[src/rtl/pulse_receiver_capture.sv]
// pulse_receiver_capture
// Measures the high/low segments of an asynchronous pulse pin in prescaled
// ticks and queues {idle, level, duration} records in a small FWFT FIFO.
//
// Ports:
//   clk, sys_rst_n     clock, asynchronous active-low reset
//   en                 capture enable (counters/arming held clear when low)
//   invert             invert synchronized level before measurement
//   prescale           tick = prescale+1 clocks
//   idle_threshold     idle timeout in ticks, 0 disables
//   sig_in             asynchronous pulse pin
//   rd_en              pop FIFO head
//   rd_data            head record {idle, level, duration}, 0 when empty
//   rd_valid           FIFO not empty
//   fifo_count         occupancy 0..FIFO_DEPTH
//   overflow           sticky record-dropped flag
//   overflow_clr       clear overflow (an overflow in the same cycle wins)
//   idle_irq           one-cycle pulse, coincident with the idle record appearing
module pulse_receiver_capture #(
  parameter int CNT_WIDTH      = 12,
  parameter int FIFO_DEPTH     = 4,
  parameter int PRESCALE_WIDTH = 8
) (
  input  logic                          clk,
  input  logic                          sys_rst_n,
  input  logic                          en,
  input  logic                          invert,
  input  logic [PRESCALE_WIDTH-1:0]     prescale,
  input  logic [CNT_WIDTH-1:0]          idle_threshold,
  input  logic                          sig_in,
  input  logic                          rd_en,
  output logic [CNT_WIDTH+1:0]          rd_data,
  output logic                          rd_valid,
  output logic [$clog2(FIFO_DEPTH):0]   fifo_count,
  output logic                          overflow,
  input  logic                          overflow_clr,
  output logic                          idle_irq
);

  localparam int AW = $clog2(FIFO_DEPTH);

  typedef struct packed {
    logic                 idle;
    logic                 level;
    logic [CNT_WIDTH-1:0] dur;
  } rec_t;

  // input path
  logic [1:0] sync_pipe;
  logic       lvl, lvl_q, edge_det;

  // measurement
  logic [PRESCALE_WIDTH-1:0] presc_cnt;
  logic [CNT_WIDTH-1:0]      dur;
  logic                      armed, tick, idle_hit;

  // fifo
  rec_t [FIFO_DEPTH-1:0] mem;
  logic [AW-1:0]         wr_ptr, rd_ptr;
  logic [AW:0]           count;
  logic                  push, pop, full, wr_ok, drop;
  rec_t                  push_rec;

  always_ff @(posedge clk or negedge sys_rst_n) begin
    if (!sys_rst_n) begin
      sync_pipe <= '0;
      lvl_q     <= 1'b0;
    end else begin
      sync_pipe <= {sync_pipe[0], sig_in};
      lvl_q     <= lvl;
    end
  end

  assign lvl      = sync_pipe[1] ^ invert;
  assign edge_det = lvl != lvl_q;
  // >= rather than == so a prescale reduced below the running count still wraps
  assign tick     = presc_cnt >= prescale;
  assign idle_hit = en && armed && (idle_threshold != '0) && !edge_det
                    && (dur == idle_threshold);

  always_comb begin
    push           = 1'b0;
    push_rec       = '0;
    if (en && edge_det && armed) begin
      push           = 1'b1;
      push_rec.level = lvl_q;
      push_rec.dur   = dur;
    end else if (idle_hit) begin
      push           = 1'b1;
      push_rec.idle  = 1'b1;
      push_rec.level = lvl_q;
      push_rec.dur   = dur;
    end
  end

  // The edge cycle is the first cycle of the new segment, so the reload
  // already accounts for it: a full tick when prescale is 0, else one clock.
  always_ff @(posedge clk or negedge sys_rst_n) begin
    if (!sys_rst_n) begin
      presc_cnt <= '0;
      dur       <= '0;
      armed     <= 1'b0;
      idle_irq  <= 1'b0;
    end else begin
      idle_irq <= idle_hit;
      if (!en) begin
        presc_cnt <= '0;
        dur       <= '0;
        armed     <= 1'b0;
      end else if (edge_det) begin
        armed <= 1'b1;
        if (prescale == '0) begin
          dur       <= CNT_WIDTH'(1);
          presc_cnt <= '0;
        end else begin
          dur       <= '0;
          presc_cnt <= PRESCALE_WIDTH'(1);
        end
      end else begin
        if (tick) begin
          presc_cnt <= '0;
          if (!(&dur)) dur <= dur + CNT_WIDTH'(1);
        end else begin
          presc_cnt <= presc_cnt + PRESCALE_WIDTH'(1);
        end
        if (idle_hit) armed <= 1'b0;
      end
    end
  end

  assign pop   = rd_en && (count != '0);
  assign full  = count == (AW+1)'(FIFO_DEPTH);
  // a simultaneous pop frees the slot, so a full FIFO still accepts the push
  assign wr_ok = push && (!full || pop);
  assign drop  = push && full && !pop;

  always_ff @(posedge clk or negedge sys_rst_n) begin
    if (!sys_rst_n) begin
      mem      <= '0;
      wr_ptr   <= '0;
      rd_ptr   <= '0;
      count    <= '0;
      overflow <= 1'b0;
    end else begin
      if (wr_ok) begin
        mem[wr_ptr] <= push_rec;
        wr_ptr      <= wr_ptr + AW'(1);
      end
      if (pop) rd_ptr <= rd_ptr + AW'(1);
      case ({wr_ok, pop})
        2'b10:   count <= count + (AW+1)'(1);
        2'b01:   count <= count - (AW+1)'(1);
        default: count <= count;
      endcase
      if (drop)              overflow <= 1'b1;
      else if (overflow_clr) overflow <= 1'b0;
    end
  end

  assign rd_valid   = count != '0;
  assign rd_data    = rd_valid ? mem[rd_ptr] : '0;
  assign fifo_count = count;

endmodule

[config.mk]
export PLATFORM = sky130hd
export DESIGN_NAME = pulse_receiver_capture
export DESIGN_NICKNAME = d
export VERILOG_FILES = /design/src/rtl/pulse_receiver_capture.sv
export SDC_FILE = /design/constraint.sdc
export NUM_CORES = 1
export LEC_CHECK = 0
export CAP_MARGIN = 20
export CORE_ASPECT_RATIO = 0.6
export CORE_MARGIN = 4
export CORE_UTILIZATION = 47
export DETAILED_ROUTE_END_ITERATION = 10
export PLACE_DENSITY = 0.78
export REMOVE_ABC_BUFFERS = 1
export SLEW_MARGIN = 40
export SYNTH_ARGS = -nofsm -noshare
export SYNTH_HDL_FRONTEND = slang
export SYNTH_SLANG_ARGS = --single-unit
[constraint.sdc]
create_clock -name clk -period 3.5 [get_ports clk]
set_clock_uncertainty 0.2 [all_clocks]
set_input_delay 0.7 -clock clk [delete_from_list [all_inputs] [get_ports clk]]
set_output_delay 0.7 -clock clk [all_outputs]
set_load 0.05 [all_outputs]
==> Word level (Yosys, flattened, before mapping) <==
Cells that the tools add are included.
Widths: inputs -> output; s select.
{ "op_classes": {"n_addsub": 6, "magnitude_cmp": 4, "n_eq_ne": 8, "muxes": 26, "n_bitwise": 1, "n_reduce_logical": 22} }
{ "op_table": {"columns": ["operator", "n"], "rows": [
  ["$bwmux 56", 1],
  ["$mux 14", 4],
  ["$mux 12", 4],
  ["$bmux 14 s2", 1],
  ["$demux 14 s2", 1],
  ["$mux 8", 3],
  ["$mux 13", 1],
  ["$add 12x1->12 const B", 1],
  ["$eq 12x12->1", 1],
  ["$reduce_and 12->1", 1],
  ["$reduce_bool 12->1", 1],
  ["$logic_and 1x1->1", 11],
  ["$mux 1", 10],
  ["$add 8x1->8 const B", 1],
  ["$ge 8x8->1", 1],
  ["$logic_not 8->1", 1],
  ["$lt 2x3->1 const B", 2],
  ["$ne 3x1->1 const B", 2],
  ["$pmux 3 s2", 1],
  ["$add 2x1->2 const B", 2],
  ["$reduce_bool 2->1", 2],
  ["$add 3x1->3 const B", 1],
  ["$eq 3x3->1 const B", 1],
  ["$logic_not 1->1", 3],
  ["10 further kinds", 10]
]} }
{ "word_totals": {"register_bits": 89, "input_bits": 27, "word_cells": 89} }

==> Longest topological paths before layout <==
Gate-level depths: netlist of the first run.
{ "depth": {"word_depth": 10, "mapped_depth": 12, "mapped_depth_nobuf": 11} }

==> Worst setup path before layout of the first run <==
OpenSTA, ideal clock, no wires.
{ "synth_path": {"path_type": "input to register", "startpoint": "input invert", "endpoint": "register count[2], in the netlist fifo_count[2]", "setup_time_ns": 0.082, "arrival_time_ns": 2.916, "required_ns": 3.218, "slack_ns": 0.302, "stages": 10, "path_buffers": 1, "path_cell_list": "xor3_2 and3_1 buf_2 o21ai_0 ha_1 inv_1 fa_1 xor2_1 nor2_1 xor2_1"} }
{ "synth_between": {"elab_chain_cells": 10} }
{ "synth_rtl": {"columns": ["item", "line", "text"], "rows": [
  ["start: declaration", "27", "input logic invert,"],
  ["$xor 1x1->1 (*)", "74", "assign lvl = sync_pipe[1] ^ invert;"],
  ["$ne 1x1->1 (*)", "75", "assign edge_det = lvl != lvl_q;"],
  ["$logic_not 1->1", "78", "assign idle_hit = en && armed && (idle_threshold != '0) && !edge_det"],
  ["$logic_and 1x1->1", "78", null],
  ["$logic_and 1x1->1", "79", "&& (dur == idle_threshold);"],
  ["$mux 1", "88", "end else if (idle_hit) begin"],
  ["$mux 1 (*)", "84", "if (en && edge_det && armed) begin"],
  ["$logic_and 1x1->1 (*)", "134", "assign wr_ok = push && (!full || pop);"],
  ["$eq 2x1->1 or $eq 2x2->1 (tied branches)", "150", "case ({wr_ok, pop})"],
  ["$pmux 3 s2 or $reduce_bool 2->1 (tied branches)", null, null],
  ["end signal: assignment", "151", "2'b10: count <= count + (AW+1)'(1);"],
  ["end signal: assignment", "152", "2'b01: count <= count - (AW+1)'(1);"],
  ["end signal: assignment", "153", "default: count <= count;"],
  ["end: declaration", "60", "logic [AW:0] count;"]
]} }
Every way passes the cells marked *; elsewhere a longest branch is shown, timed or not.
A chain may end at the register's enable or synchronous reset.

==> Final worst setup path of the first run <==
{ "layout_path": {"startpoint": "register rd_ptr[0]", "endpoint": "output rd_data[1]"} }
{ "layout_between": {"elab_chain_cells": 3} }
{ "layout_rtl": {"columns": ["item", "line", "text"], "rows": [
  ["start: declaration", "59", "logic [AW-1:0] wr_ptr, rd_ptr;"],
  ["start signal: assignment", "149", "if (pop) rd_ptr <= rd_ptr + AW'(1);"],
  ["$bmux 14 s2", "161", "assign rd_data = rd_valid ? mem[rd_ptr] : '0;"],
  ["$mux 14 (implied by the code)", "161", null],
  ["$mux 14", "161", null],
  ["end: declaration", "32", "output logic [CNT_WIDTH+1:0] rd_data,"]
]} }
Every way passes these cells. The select of a mux whose other input is x is not followed.

==> results of run 1 <==
[worst register-to-register path: cells and delay by family (launching register included)]
kind            cells  cell delay, ns
flops               1            0.58
buf+inv             1            0.06
fa+ha+maj           2            0.60
xor+xnor            3            0.64
simple gates        4            0.41
compound gates      1            0.27
[cells by family (layout without fill, tap and decap cells)]
group,after synthesis,after routing,synth area share [%]
xor gates and xnor gates,30,30,6.027
and+or+nand+nor,110,110,13.03
muxes,68,68,19.92
adders and majority gates,16,16,4.487
AOI/OAI and AO/OA,34,34,4.946
DFF,89,89,48.11
buffers and inverters,37,102,3.486
[placed cells by master (no fill, tap or decap), types with 2 or more instances in the layout]
cell type | netlist | routed
dfrtp_1 | 89 | 89
mux2_2 | 46 | 46
buf_4 | 3 | 36
clkdlybuf4s50_1 | 0 | 33
xor2_1 | 21 | 21
and2_1 | 20 | 20
nor2_1 | 19 | 19
nand2_1 | 19 | 19
ha_1 | 15 | 15
inv_1 | 14 | 14
mux4_2 | 14 | 14
nand3_1 | 12 | 12
a21oi_1 | 10 | 10
nor4_1 | 9 | 9
nand4_1 | 9 | 9
clkbuf_16 | 0 | 9
and3_1 | 8 | 8
xnor2_1 | 8 | 8
o21ai_0 | 7 | 7
mux2_1 | 7 | 7
or3_1 | 4 | 4
buf_12 | 0 | 4
o21ai_2 | 3 | 3
a22o_1 | 3 | 3
bufinv_16 | 0 | 3
nor2b_1 | 2 | 2
o22ai_1 | 2 | 2
nand2b_1 | 2 | 2
o31ai_1 | 2 | 2
[layout make-up]
class	count	area [um2]
Timing Repair Buffer	73	680.7
Sequential cell	89	2227
Clock buffer	10	239.0
Clock inverter	5	103.9
Fill cell	753	3685
Multi-Input combinational cell	258	2241
Inverter	14	52.55
Tap cell	130	162.7
[registers in the layout (all words and copies together), names as in the netlist]
name,cells
rd_ptr,2
mem,56
armed,1
dur,12
overflow,1
sync_pipe,2
presc_cnt,8
idle_irq,1
lvl_q,1
wr_ptr,2
fifo_count,3
[per-layer routing]
layer | part of all wire (%) | track usage (%)
met5 | 0 | 0
met4 | 0.92 | 5.124
met3 | 6.5 | 4.799
met2 | 44 | 28.92
met1 | 49 | 29.67
[Yosys cell counts, drive strengths merged, types with 2 or more instances]
cell type / count / share of area (%)
a21oi: 10 / 1.1
a22o: 3 / 0.57
and2: 20 / 2.7
and3: 8 / 1.1
buf: 8 / 1.1
clkbuf: 15 / 1.2
dfrtp: 89 / 48
ha: 15 / 4.1
inv: 14 / 1.1
mux2: 53 / 13
mux4: 14 / 6.8
nand2: 20 / 1.7
nand2b: 2 / 0.27
nand3: 12 / 1.3
nand4: 9 / 1.2
nor2: 19 / 1.5
nor2b: 3 / 0.57
nor4: 9 / 1.2
o21ai: 10 / 1.3
o22ai: 2 / 0.27
o31ai: 2 / 0.32
or3: 4 / 0.54
xnor2: 8 / 1.5
xor2: 21 / 4.0
[stage by stage]
stage,TNS (ns),cell area [um2],std cells,setup slack (ns)
floorplan,0,4521,361,0.3237
CTS,0,5707,579,0.1461
global route,0,5707,579,0.09245
detailed placement,-0.05580,5364,564,-0.05580
global placement,0,5364,564,0.02030
finish,0,5707,579,0.2048
[power by group through the flow]
| stage | clock network (mW) | registers (mW) | logic [mW] |
|---|---|---|---|
| floorplan | 0 | 1.34 | 0.490 |
| global placement | 0 | 1.28 | 0.889 |
| detailed placement | 0 | 1.28 | 0.909 |
| CTS | 1.11 | 1.27 | 0.912 |
| global route | 1.15 | 1.28 | 0.975 |
| finish | 1.09 | 1.27 | 0.906 |
[final timing paths]
path | from | to | slack [ns] | depth (start not counted)
min in group asynchronous | sys_rst_n | mem[17] | 0.19 | 1
max in group asynchronous | sys_rst_n | mem[27] | 2.17 | 2
hold reg to reg | sync_pipe[0] | sync_pipe[1] | 0.15 | 0
hold / removal | sync_pipe[0] | sync_pipe[1] | 0.15 | 0
setup reg to reg | dur[8] | fifo_count[2] | 0.67 | 11
setup / recovery | rd_ptr[0] | rd_data[1] | 0.20 | 3
==> results_dict.tcl, run 1 <==
set metrics [dict create \
    outcome "finished clean" \
    synth_warnings 0 \
    wl_per_cell_um 18.55 \
    setup_viol 0 \
    seqPwrFrac_pct 38.8 \
    syn_area_um2 4629 \
    ys.flop_type "dfrtp_1" \
    hold_slack_ns 0.1528 \
    internal_power_mw 2.258 \
    critPathSlowestCell "clkdlybuf4s50_1" \
    drc_errors 0 \
    crit_type "register to primary output" \
    path_delay_family "buffers and inverters" \
    die-height_um 84.88 \
    cp-end-kind "primary output" \
    arrival_ns 2.40 \
    crit_buf_inv 1 \
    min_period_ns 3.295 \
    final_util_pct 60.76 \
    syn_area_per_cell_um2 12.06 \
    synth_seq_area_share_pct 48.11 \
    finalHoldViolations 0 \
    cts_tree "built" \
    worstMarginPinSlew_ns 0.6545 \
    start_util_pct 49.29 \
    grt_max_degree 53 \
    rows 27 \
    power_switching_share_pct 30.70 \
    track_usage_pct 19.78 \
    crit_chain "mux4_2, and2_1, clkdlybuf4s50_1" \
    hp-class "register to register" \
    grt_pass1_vias 3352 \
    worstSkewPairLatency_ns 0.33 \
    synth_edf_count 0 \
    leakage_nw 2.746 \
    coreArea_um2 9392 \
    pwr-share-comb_pct 27.8 \
    die_area_um2 11550 \
    ir_drop_uv 260.3 \
    synthArstFlopShare_pct 100.0 \
    antenna_found_initial 0 \
    routabilityCongestion 0.9005 \
    cts_sinks 89 \
    die_w_um 136.1 \
    root_buffer "clkbuf_16" \
    max_cap_violations 0 \
    grt_pass1_wl_um 17570 \
    postRouteAntennaNets 0 \
    synth.distinct_cells 45 \
    drive_gt1_share_pct 27.84 \
    pin_count 47 \
    cts_max_level 3 \
    power_frac_clock_pct 33.4 \
    area_delta_synth_final_pct 23.27 \
    ys_ff_latch 89 \
    fmax_mhz 303.5 \
    ctsHoldBuffers 0 \
    finalCritPeriodShare_pct 94.15 \
    slew_headroom_pct 56.37 \
    numCtsBuffers 9 \
    cts_setup_buffers 0 \
    clockBufferDepth 2 \
    clk_pin_slew_ns 0.06 \
    synthCells 384 \
    required_ns 2.60 \
    vias 3262 \
    p_sw_mw 1.000 \
    io_buffers 46 \
    routed_wl_um 10740 \
    grt-ovfl-total 0 \
    p_total_mw 3.258 \
    cts-resized-gates 0 \
    power_density_nw_per_um2 570.9 \
    insertedDiodeCount 0 \
    nets 488 \
    hpwl_um 8035 \
    drtIter0Drc 236 \
    critPathLaunchType "register" \
    max_stage_delay_ns 0.69 \
    finalMaxSlewViolations 0 \
    first_pass_iters 5 \
    crit_fanout 8 \
    rsz0062_at_grt "false" \
    vias_per_cell 5.634 \
]
No activity file was read; power rests on OpenSTA's default activity.
==> run 2: changes to the inputs <==
Settings changed: CTS_CLUSTER_SIZE from default to 20, PLACE_DENSITY 0.78 to 0.66.
==> run 2 against run 1 <==
Effect of this change: worst setup slack better by 0.026 ns; cell area decreased by 2.7%; critical endpoint is now fifo_count[2]; register-to-register slack better by 0.11 ns.
==> results_dict.tcl, run 2 (synthesis gave the netlist of run 1 again) <==
set metrics [dict create \
    cts-resized-gates 0 \
    setup_viol 0 \
    placed_area_um2 5266 \
    clockBufferDepth 2 \
    vias 3097 \
    clk_pin_slew_ns 0.06 \
    final_common_cell "dfrtp_1" \
    slew_headroom_pct 43.96 \
    final_util_pct 59.11 \
    die_area_um2 11550 \
    die_w_um 136.1 \
    ir_drop_uv 332.2 \
    ctsHoldBuffers 0 \
    drtIter0Drc 125 \
    postRouteAntennaNets 0 \
    required_ns 3.56 \
    cts_sinks 89 \
    internal_power_mw 2.084 \
    finalCritPeriodShare_pct 93.39 \
    cts_max_level 3 \
    grt_pass1_vias 3094 \
    start_util_pct 49.29 \
    worstSkewPairLatency_ns 0.34 \
    coreArea_um2 9392 \
    cp-end-kind "register" \
    numCtsBuffers 9 \
    track_usage_pct 19.48 \
    final_cell_mix "89 x dfrtp_1, 46 x mux2_2, 31 x clkdlybuf4s50_1, 31 x buf_4, 21 x xor2_1" \
    antenna_found_initial 0 \
    area_delta_synth_final_pct 19.92 \
    insertedDiodeCount 0 \
    routabilityCongestion 0.8459 \
    vias_per_cell 5.443 \
    routed_wl_um 10390 \
    first_pass_iters 4 \
    fin_ws_ns 0.2312 \
    hpwl_um 7612 \
    post-place-cells 555 \
    pwr-share-comb_pct 28.3 \
    finalMaxSlewViolations 0 \
    setup-tns-final_ns 0 \
    grt-ovfl-total 0 \
    hold_slack_ns 0.1573 \
    top_register "mem" \
    p_total_mw 3.075 \
    root_buffer "clkbuf_16" \
    io_buffers 46 \
    finalNonFillerCells 569 \
    power_frac_clock_pct 30.6 \
    power_switching_share_pct 32.22 \
    finalHoldViolations 0 \
    min_period_ns 3.269 \
    dp_slack_ns -0.1064 \
    seqPwrFrac_pct 41.1 \
    crit_fanout 2 \
    fmax_mhz 305.9 \
    wl_per_cell_um 18.25 \
    worstMarginPinSlew_ns 0.8406 \
    outcome "finished clean" \
    drive_gt1_share_pct 26.42 \
    critPathLaunchType "input port" \
    fill_cells 792 \
    rsz0062_at_grt "false" \
    cts_tree "built" \
    rows 27 \
    crit_type "input port to register" \
    max_cap_violations 0 \
    cts_setup_buffers 0 \
    arrival_ns 3.33 \
    largestRegisters "mem (56), dur (12), presc_cnt (8)" \
    hp-class "register to register" \
    finish.instance_area_um2 5552 \
    die-height_um 84.88 \
    nets 479 \
    grt_max_degree 48 \
    drc_errors 0 \
    leakage_nw 2.661 \
    power_density_nw_per_um2 553.9 \
    p_sw_uw 990.9 \
    grt_pass1_wl_um 17170 \
    largest_reg_flops 56 \
    pin_count 47 \
]
[run 2: cell count changes in the layout (fill, tap and decap cells not counted), sizes merged]
cell	before	now
buf	40	33
bufinv	3	1
clkdlybuf4s50	33	31
clkbuf	10	11
clkinv	2	1
clkinvlp	0	1
[run 2: path summary, 6_finish.rpt]
path                              startpoint            end  slack [ns]  cells past startpoint
max                        idle_threshold[7]  fifo_count[2]        0.23                     12
min reg2reg                     sync_pipe[0]   sync_pipe[1]        0.16                      0
min in group asynchronous          sys_rst_n        mem[26]        0.17                      1
min                             sync_pipe[0]   sync_pipe[1]        0.16                      0
max in group asynchronous          sys_rst_n        mem[55]        2.17                      2
max reg2reg                           dur[7]  fifo_count[2]        0.78                     11
[run 2: worst max-delay path: stages]
cell and delay (ns):
clkdlybuf4s50_1 0.44, nor4_1 0.53, nand3_1 0.17, nand4_1 0.14
nor2_1 0.07, o21ai_0 0.23, ha_1 0.23, inv_1 0.06
fa_1 0.37, xor2_1 0.15, nor2_1 0.12, xor2_1 0.15
[run 2: power by group through the flow]
stage,Sequential (mW),Clock [mW],Combinational (mW)
floorplan,1.34,0,0.490
detailed placement,1.28,0,0.885
global placement,1.27,0,0.866
global route,1.28,1.01,0.951
CTS,1.26,0.956,0.887
finish,1.26,0.940,0.872
[run 2: layout make-up]
class	count	area, um2	share of cell area, %
multi-input cells	258	2241	40.37
flip-flops and latches	89	2227	40.12
repair buffers	64	583.1	10.50
clock buffers	11	242.7	4.372
well taps	130	162.7	2.930
inverters	14	52.55	0.9466
clock inverters	3	42.54	0.7663
[run 2: metal layers]
layer | vias to the layer above | wire (um) | global-route usage [%]
met2 | 59 | 4681 | 27.35
met4 | 0 | 57 | 4.758
met1 | 1554 | 5117 | 29.75
li1 | 1475 | - | -
met5 | - | 0 | 0
met3 | 9 | 531 | 5.628
==> run 3: changes to the inputs <==
Settings changed: PLACE_DENSITY 0.66 to 0.68.
==> run 3 against run 2 <==
Effect of this change: power is 1.3% higher; maximum frequency is 1.5% higher; critical path type unchanged; sequential power hardly changed; cell area is 1.4% higher; register-to-register slack worse by 0.18 ns.
==> results_dict.tcl, run 3 (synthesis gave the netlist of run 1 again) <==
set metrics [dict create \
    final_common_cell "dfrtp_1" \
    grt_max_degree 52 \
    wl_per_cell_um 18.23 \
    rows 27 \
    critPathLaunchType "input port" \
    top_register "mem" \
    max_cap_violations 0 \
    dp_slack_ns -0.1341 \
    largestRegisters "mem (56), dur (12), presc_cnt (8)" \
    p_total_mw 3.116 \
    cts_sinks 89 \
    slew_headroom_pct 57.37 \
    fill_cells 781 \
    cts_tree "built" \
    root_buffer "clkbuf_16" \
    post-place-cells 559 \
    register_area_um2 2227 \
    crit_fanout 2 \
    ir_drop_uv 444.6 \
    drtIter0Drc 234 \
    setup-tns-final_ns 0 \
    clockBufferDepth 2 \
    min_period_ns 3.221 \
    drc_errors 0 \
    area_delta_synth_final_pct 21.54 \
    first_pass_iters 4 \
    nets 483 \
    power_density_nw_per_um2 553.8 \
    fmax_mhz 310.5 \
    start_util_pct 49.29 \
    cp-end-kind "register" \
    cts_max_level 3 \
    die-height_um 84.88 \
    finalHoldViolations 0 \
    largest_reg_flops 56 \
    grt-ovfl-total 0 \
    hold_slack_ns 0.1490 \
    arrival_ns 3.29 \
    vias_per_cell 5.577 \
    worst_r2r_path_depth 11 \
    finalMaxSlewViolations 0 \
    rsz0062_at_grt "false" \
    whs_path_depth 0 \
    setup_viol 0 \
    fin_ws_ns 0.2792 \
    routed_wl_um 10480 \
    worstMarginPinSlew_ns 0.6394 \
    pin_count 47 \
    leakage_nw 2.696 \
    finalNonFillerCells 575 \
    clk_pin_slew_ns 0.06 \
    routabilityCongestion 0.8870 \
    grt_pass1_vias 3228 \
    hp-class "register to register" \
    finalCritPeriodShare_pct 92.02 \
    crit_type "input port to register" \
    multi_input_area_um2 2247 \
    track_usage_pct 19.50 \
    grt_pass1_wl_um 17110 \
    die_w_um 136.1 \
    coreArea_um2 9392 \
    die_area_um2 11550 \
    io_buffers 46 \
    insertedDiodeCount 0 \
    vias 3207 \
    final_cell_mix "89 x dfrtp_1, 46 x mux2_2, 32 x clkdlybuf4s50_1, 32 x buf_4, 21 x xor2_1" \
    postRouteAntennaNets 0 \
    outcome "finished clean" \
    drive_gt1_share_pct 27.19 \
    ctsHoldBuffers 0 \
    hpwl_um 7646 \
    required_ns 3.57 \
    antenna_found_initial 0 \
    worstSkewPairLatency_ns 0.34 \
    numCtsBuffers 9 \
]
run 3: cell count changes in the layout (fill, tap and decap cells not counted):
cell / delta
clkbuf_8: -1
clkinv_4: +1
nor4_2: +1
clkdlybuf4s50_1: +1
clkinv_2: -1
buf_12: +2
clkbuf_1: +1
inv_6: +2
buf_4: +1
nor4_1: -1
run 3: cell type report:
type                    instances  share of cell area [%]
multi-input cells             258                   39.94
flip-flops and latches         89                   39.58
repair buffers                 68                   11.39
clock buffers                  11                   4.136
well taps                     130                   2.891
clock inverters                 5                   1.134
inverters                      14                  0.9340
run 3: critical path: stages:
cell and delay [ns]:
clkdlybuf4s50_1 0.45, nor4_2 0.40, nand3_1 0.18, nand4_1 0.14, nor2_1 0.07, o21ai_0 0.27, ha_1 0.24, inv_1 0.06
fa_1 0.37, xor2_1 0.15, nor2_1 0.11, xor2_1 0.15
run 3: worst paths after layout:
path / from / to / slack (ns)
hold / removal: sync_pipe[0] / sync_pipe[1] / 0.15
setup reg to reg: dur[7] / fifo_count[2] / 0.60
max in group asynchronous: sys_rst_n / overflow / 2.20
setup / recovery: idle_threshold[7] / fifo_count[2] / 0.28
hold reg to reg: sync_pipe[0] / sync_pipe[1] / 0.15
min in group asynchronous: sys_rst_n / mem[12] / 0.17
run 3: metal layers:
| layer | up-vias | global-route usage [%] | wire length [um] |
|---|---|---|---|
| met4 | 0 | 5.947 | 141 |
| met5 | - | 0 | 0 |
| met2 | 87 | 27.17 | 4489 |
| met3 | 15 | 5.332 | 784 |
| met1 | 1631 | 29.62 | 5069 |
| li1 | 1474 | - | - |
run 3: per-stage QoR:
stage          util [%]  area [um2]
2_1_floorplan         -        4521
3_3_place_gp      56.69        5324
3_5_place_dp      56.69        5324
4_1_cts           59.85        5620
5_1_grt           59.91        5627
6_report          59.91        5627
run 3: power by group:
| part | switching (mW) | internal [mW] | total (mW) | leakage, nW |
|---|---|---|---|---|
| Clock | 0.407 | 0.560 | 0.967 | 0.141 |
| Sequential | 0.0951 | 1.14 | 1.23 | 1.21 |
| Combinational | 0.515 | 0.404 | 0.919 | 1.35 |
| Total | 1.02 | 2.10 | 3.12 | 2.70 |
run 3: what timing repair did:
item | 4_1_cts | 5_1_grt
gates resized for setup | 0 | 1
endpoints found under the setup margin | 0 | 1
buffers inserted | 0 | 0
